## config.mk

```make
export PLATFORM = sky130hd
export DESIGN_NAME = job_descriptor_fetcher
export DESIGN_NICKNAME = d
export VERILOG_FILES = /design/src/rtl/job_descriptor_fetcher.sv
export SDC_FILE = /design/constraint.sdc
export NUM_CORES = 1
export LEC_CHECK = 0
export ABC_CLOCK_PERIOD_IN_PS = 2500
export CAP_MARGIN = 30
export CORE_AREA = 3 3 470 472
export CTS_BUF_LIST = sky130_fd_sc_hd__clkbuf_8
export DETAILED_ROUTE_END_ITERATION = 12
export DIE_AREA = 0 0 473 475
export RECOVER_POWER = 100
export SLEW_MARGIN = 20
export SYNTH_ARGS = -nofsm -noshare
export SYNTH_HDL_FRONTEND = slang
export SYNTH_SLANG_ARGS = --single-unit
```

## constraint.sdc

```tcl
create_clock -name clk -period 2.5 [get_ports clk]
set_clock_uncertainty 0.1 [all_clocks]
set_input_delay 0.25 -clock clk [delete_from_list [all_inputs] [get_ports clk]]
set_output_delay 0.25 -clock clk [all_outputs]
set_load 0.01 [all_outputs]
```

## src/rtl/job_descriptor_fetcher.sv

```systemverilog
`default_nettype none
// ============================================================================
// job_descriptor_fetcher
//   Fetches single or chained job descriptors over AXI4 read and dispatches
//   each one to the kernel array with a one-cycle job_start pulse.
// Revision: 1.0
// ============================================================================
module job_descriptor_fetcher #(
  parameter int DESC_WIDTH = 512,
  parameter int ADDR_WIDTH = 64,
  parameter int HOLDOFF    = 2
) (
  input  logic                  clk,
  input  logic                  rst,
  input  logic                  manager_start,
  input  logic                  run_mode,
  input  logic [63:0]           init_addr,
  input  logic                  new_job,
  input  logic                  job_done,
  output logic                  job_start,
  output logic [DESC_WIDTH-1:0] job_desc,
  output logic [ADDR_WIDTH-1:0] m_axi_araddr,
  output logic [7:0]            m_axi_arlen,
  output logic [2:0]            m_axi_arsize,
  output logic [1:0]            m_axi_arburst,
  output logic                  m_axi_arvalid,
  input  logic                  m_axi_arready,
  input  logic [DESC_WIDTH-1:0] m_axi_rdata,
  input  logic [1:0]            m_axi_rresp,
  input  logic                  m_axi_rlast,
  input  logic                  m_axi_rvalid,
  output logic                  m_axi_rready,
  output logic                  mgr_busy,
  output logic                  mgr_error,
  output logic [31:0]           jobs_dispatched
);

  localparam int ALIGN = $clog2(DESC_WIDTH / 8);
  localparam int HW    = (HOLDOFF < 1) ? 1 : $clog2(HOLDOFF + 1);

  typedef enum logic [2:0] {
    S_IDLE      = 3'd0,
    S_FETCH_AR  = 3'd1,
    S_FETCH_R   = 3'd2,
    S_WAIT_SLOT = 3'd3,
    S_NEXT      = 3'd4,
    S_DONE      = 3'd5,
    S_ERROR     = 3'd6
  } state_t;

  state_t                  state_q, state_d;
  logic                    start_q, start_d;
  logic [ADDR_WIDTH-1:0]   cur_addr_q, cur_addr_d;
  logic [DESC_WIDTH-1:0]   desc_q, desc_d;
  logic [31:0]             jobs_q, jobs_d;
  logic [HW-1:0]           holdoff_q, holdoff_d;
  logic                    job_start_q, job_start_d;

  logic                    start_edge;
  logic [ADDR_WIDTH-1:0]   init_aligned;
  logic [ADDR_WIDTH-1:0]   next_aligned;

  assign start_edge   = manager_start & ~start_q;
  assign init_aligned = {init_addr[ADDR_WIDTH-1:ALIGN], {ALIGN{1'b0}}};
  assign next_aligned = {desc_q[64+ADDR_WIDTH-1:64+ALIGN], {ALIGN{1'b0}}};

  always_comb begin
    state_d     = state_q;
    start_d     = manager_start;
    cur_addr_d  = cur_addr_q;
    desc_d      = desc_q;
    jobs_d      = jobs_q;
    holdoff_d   = (holdoff_q != '0) ? holdoff_q - HW'(1) : holdoff_q;
    job_start_d = 1'b0;

    case (state_q)
      S_IDLE, S_DONE: begin
        if (start_edge) begin
          cur_addr_d = init_aligned;
          jobs_d     = 32'd0;
          state_d    = S_FETCH_AR;
        end
      end
      S_FETCH_AR: begin
        if (m_axi_arready) state_d = S_FETCH_R;
      end
      S_FETCH_R: begin
        if (m_axi_rvalid) begin
          if (m_axi_rresp != 2'b00) begin
            state_d = S_ERROR;
          end else if (!m_axi_rdata[0]) begin
            state_d = S_DONE;
          end else begin
            desc_d  = m_axi_rdata;
            state_d = S_WAIT_SLOT;
          end
        end
      end
      S_WAIT_SLOT: begin
        // new_job is only trusted once the slave has had time to update busy
        if (new_job && holdoff_q == '0) begin
          job_start_d = 1'b1;
          jobs_d      = jobs_q + 32'd1;
          holdoff_d   = HW'(HOLDOFF);
          state_d     = S_NEXT;
        end
      end
      S_NEXT: begin
        if (!run_mode || desc_q[1] || next_aligned == '0) begin
          state_d = S_DONE;
        end else begin
          cur_addr_d = next_aligned;
          state_d    = S_FETCH_AR;
        end
      end
      S_ERROR: begin
        if (!manager_start) state_d = S_IDLE;
      end
      default: state_d = S_IDLE;
    endcase
  end

  always_ff @(posedge clk) begin
    if (rst) begin
      state_q     <= S_IDLE;
      start_q     <= 1'b1;
      cur_addr_q  <= '0;
      desc_q      <= '0;
      jobs_q      <= 32'd0;
      holdoff_q   <= '0;
      job_start_q <= 1'b0;
    end else begin
      state_q     <= state_d;
      start_q     <= start_d;
      cur_addr_q  <= cur_addr_d;
      desc_q      <= desc_d;
      jobs_q      <= jobs_d;
      holdoff_q   <= holdoff_d;
      job_start_q <= job_start_d;
    end
  end

  assign job_start       = job_start_q;
  assign job_desc        = desc_q;
  assign jobs_dispatched = jobs_q;
  assign m_axi_araddr    = cur_addr_q;
  assign m_axi_arlen     = 8'd0;
  assign m_axi_arsize    = 3'(ALIGN);
  assign m_axi_arburst   = 2'b01;
  assign m_axi_arvalid   = (state_q == S_FETCH_AR);
  assign m_axi_rready    = (state_q == S_FETCH_R);
  assign mgr_busy        = (state_q != S_IDLE) && (state_q != S_DONE) && (state_q != S_ERROR);
  assign mgr_error       = (state_q == S_ERROR);

  logic unused_ok;
  assign unused_ok = ^{job_done, m_axi_rlast, init_addr[ALIGN-1:0]};

endmodule
`default_nettype wire

```

==> results <==
stage by stage:
step,util,instances
2_1_floorplan,-,2797
3_3_place_gp,0.178,6768
3_5_place_dp,0.178,6768
4_1_cts,0.221,7573
5_1_grt,0.222,7653
6_report,0.222,7701
what timing repair did:
action	4_1_cts	5_1_grt
cloned	6	3
hold buffers	564	0
setup endpoints to repair	130	68
hold endpoints to repair	576	0
buffers inserted	10	6
pin swaps	7	16
resized for setup	198	66
Yosys cell counts (12+ instances only):
master,n
sky130_fd_sc_hd__o21ai_0,21
sky130_fd_sc_hd__nor2_1,19
sky130_fd_sc_hd__buf_4,19
sky130_fd_sc_hd__a21oi_1,544
sky130_fd_sc_hd__mux2i_1,58
sky130_fd_sc_hd__dfxtp_1,609
sky130_fd_sc_hd__nand3_1,12
sky130_fd_sc_hd__clkbuf_1,175
sky130_fd_sc_hd__nand2_1,1038
sky130_fd_sc_hd__a211oi_1,119
sky130_fd_sc_hd__nor4_1,16
sky130_fd_sc_hd__buf_2,42
sky130_fd_sc_hd__or3_1,14
worst max path at each step:
| stage | startpoint | endpoint | slack, ns | cells past startpoint |
|---|---|---|---|---|
| detailed placement | job_desc[116] | m_axi_araddr[11] | -0.15 | 8 |
| global placement | job_desc[116] | m_axi_araddr[26] | -0.15 | 8 |
| finish | job_desc[82] | m_axi_araddr[50] | 0.007 | 8 |
| CTS | job_desc[98] | m_axi_araddr[40] | -0.13 | 9 |
| floorplan | jobs_dispatched[3] | jobs_dispatched[28] | 0.04 | 6 |
| global route | job_desc[124] | m_axi_araddr[50] | -0.10 | 8 |
cell type report:
cell class | instances | area share
timing repair buffer | 1940 | 0.399
multi-input combinational | 1938 | 0.207
inverter | 9 | 0.000701
clock inverter | 71 | 0.0153
clock buffer | 156 | 0.0446
sequential | 609 | 0.253
antenna | 124 | 0.00644
tap | 2854 | 0.0741
worst max-delay path, delay by kind of cell, from the launching register on:
kind | cells | cell delay (ns)
flops | 1 | 0.33
simple gates | 3 | 1.02
buf+inv | 3 | 0.47
compound gates | 2 | 0.48
per-layer routing:
| metal | vias to the layer above | wire length [um] | global-route usage | share of wire |
|---|---|---|---|---|
| li1 | 13200 | - | - | - |
| met5 | - | 1270 | 0 | 0.0058 |
| met4 | 204 | 9500 | 0.0637 | 0.043 |
| met1 | 13600 | 93500 | 0.230 | 0.43 |
| met2 | 1540 | 88900 | 0.271 | 0.41 |
| met3 | 543 | 25300 | 0.0967 | 0.12 |
power by group through the flow:
stage	registers, mW	clock network [mW]	logic (mW)
after global routing	10.2	13.3	6.49
final	10.2	12.4	6.12
after CTS	10.2	12.9	6.13
after detailed placement	10.4	0	4.38
after floorplan	10.5	0	1.31
after global placement	10.4	0	4.32
flip-flops by register name, summed over array words and instances (netlist names):
signal	count
state_q	3
jobs_dispatched	32
job_start	1
m_axi_araddr	58
holdoff_q	2
start_q	1
job_desc	512
kinds of logic after synthesis:
family                   after synthesis  synth area share
AND/OR/NAND/NOR                     1147             0.204
AO/OA/AOI/OAI                        709             0.175
flip-flops                           609             0.544
buffers and inverters                250            0.0484
multiplexers                          58            0.0259
XOR/XNOR                               4           0.00156
other                                  2          0.000335
adder cells (fa/ha/maj)                1          0.000558
layout by cell type, fill, tap and decap left out, types with 6 or more instances in the layout:
cell type / instances
sky130_fd_sc_hd__bufinv_16: 10
sky130_fd_sc_hd__nand3_1: 12
sky130_fd_sc_hd__dlygate4sd3_1: 1040
sky130_fd_sc_hd__o21ai_0: 21
sky130_fd_sc_hd__clkdlybuf4s50_1: 632
sky130_fd_sc_hd__dfxtp_2: 10
sky130_fd_sc_hd__dlygate4sd2_1: 67
sky130_fd_sc_hd__buf_6: 16
sky130_fd_sc_hd__nand2_1: 1038
sky130_fd_sc_hd__nand4_1: 9
sky130_fd_sc_hd__nor2_1: 17
sky130_fd_sc_hd__inv_1: 37
sky130_fd_sc_hd__o31ai_1: 8
sky130_fd_sc_hd__a211oi_2: 97
sky130_fd_sc_hd__buf_8: 6
sky130_fd_sc_hd__clkbuf_2: 14
sky130_fd_sc_hd__dfxtp_1: 599
sky130_fd_sc_hd__clkinv_2: 14
sky130_fd_sc_hd__clkbuf_8: 157
sky130_fd_sc_hd__inv_12: 10
sky130_fd_sc_hd__nor4_1: 9
sky130_fd_sc_hd__diode_2: 124
sky130_fd_sc_hd__buf_12: 23
sky130_fd_sc_hd__a211oi_4: 11
sky130_fd_sc_hd__or3_1: 14
sky130_fd_sc_hd__buf_16: 6
sky130_fd_sc_hd__a211oi_1: 11
sky130_fd_sc_hd__a21oi_1: 544
sky130_fd_sc_hd__clkbuf_1: 25
sky130_fd_sc_hd__conb_1: 19
sky130_fd_sc_hd__clkbuf_4: 10
sky130_fd_sc_hd__buf_4: 97
sky130_fd_sc_hd__mux2i_1: 58
==> metrics.txt <==
status=finished with violations; violated checks=antenna rules; hold_ws=0.115 ns; number of flops mapped to enable cells by yosys=0; Tot Pwr=28.8 mW; Setup Viol. Count Final=0; Final Routed Wirelength=218000 um; number of primary I/O pins=1213; combinational fraction of design power=0.213; Detailed Routing Iterations Pass 1=5; actual transition at the worst max-transition pin=0.706 ns; number of different library cells in the post-synthesis netlist=50; end point of the worst hold path=m_axi_araddr[60]; number of failing hold endpoints at the final stage=0; data arrival time of the critical path=3.15 ns; endpoint type of the worst setup path=register; remaining number of nets flagged by the antenna check after routing=1; Pwr Density=597 mW/mm^2; largest net degree at the start of global routing=87; number of antenna violations at the first check in global routing=275; worst reg2reg endpoint=m_axi_araddr[50]; overall via count from detail_route=29000; aggregate global-route resource usage=0.185; share of power burned in registers=0.355; HPWL after detailed placement=184000 um; proportion of synthesized chip area in sequential cells=0.544; Synth area leader=sky130_fd_sc_hd__dfxtp_1; Final Wtd Congestion=0.867; max_cap viols=0; class of the most critical hold timing path=in2reg; reg-to-reg slack, setup=0.007 ns; fin nets=5218; number of placement rows=171; post-synthesis instance area=0.0224 mm^2; post-route worst setup slack=0.00749 ns; Hold Crit Start=init_addr[60]; fill cell count=23700; # DRC=0; vertical extent of the die=475 um; Die X-Extent=473 um; clock network fraction of design power=0.432; worst hold path cell count=3; buffer type at the clock tree root=sky130_fd_sc_hd__clkbuf_8; number of global-route vias before repair=28700; post-synthesis instance total=2780; fraction of synthesized cell area taken by the top area cell type=0.544; cell-internal power=19.8 mW; Die Footprint=0.225 mm^2; maximum ir drop on the vdd rail=0.476 mV; Yosys warnings=0; minimum clock period after layout=2.49 ns; detail-routed net length per standard cell=28.4 um; Num Clock Sinks=609; wire length of the first global-routing pass=277000 um; relative area change from synthesis to final layout=115%; reported net switching power=9.00 mW; maximum fanout encountered on the critical timing path=9; post-detailed-placement cell area=0.0386 mm^2; required time at the worst-slack endpoint=3.16 ns; critical path class=reg2reg; Startpoint Class=register; layout cells sized above 1=0.110; Top FF cell, synth=sky130_fd_sc_hd__dfxtp_1; Sum Neg Setup Slack=0 ns; fin. max-slew vios=0; post-route clock period utilization=0.997; register bit total from synthesis=609; post-layout instance area=0.0482 mm^2; proportion of synthesized flip-flops having asynchronous set or reset=0; insertion delay of the later-clocked pin in the worst-skew pair=0.87 ns; crit-path most repeated cell=sky130_fd_sc_hd__buf_6; CTS tree=built; clock-pin slew reported for the worst setup and hold paths after clock tree synthesis=0.05 ns; worst slack after detailed placement=-0.152 ns; footprint of the multi-input gates=0.00995 mm^2; maximum clock rate=0.401 GHz; starting density of the core=0.103; relative max-transition margin=0.529; cell types with the largest area share after synthesis=sky130_fd_sc_hd__dfxtp_1 (54%), sky130_fd_sc_hd__nand2_1 (17%), sky130_fd_sc_hd__a21oi_1 (12%), sky130_fd_sc_hd__a211oi_1 (4.0%), sky130_fd_sc_hd__clkbuf_1 (2.9%); overall overflow remaining after global route=0; core area=0.217 mm^2; area of all sequential standard cells=0.0122 mm^2; unrepaired setup endpoints after global routing=true; deepest level of the CTS H-tree=4; Crit Reg-Reg Startpoint=job_desc[82]; switching share of power=0.313; slowest stage delay, CP=0.58 ns; cell breakdown of the critical path=nor4_4 > nand4_1 > buf_6 > or4_4 > a21o_4 > buf_6 > buf_12 > a211oi_2; leakage power figure=18.0 nW; Num CTS Buffers=132; slowest library cell on the worst path=sky130_fd_sc_hd__or4_4; count of input and output buffers=1185; detailed-route vias per instance=3.77; detailed router's first-iteration violation count=1888; Register-to-Register Path Depth=8; buffers from clock root to sink, at most=3; Mean Syn Cell Area=8.06 um^2
(Power assumes the default switching activity.)
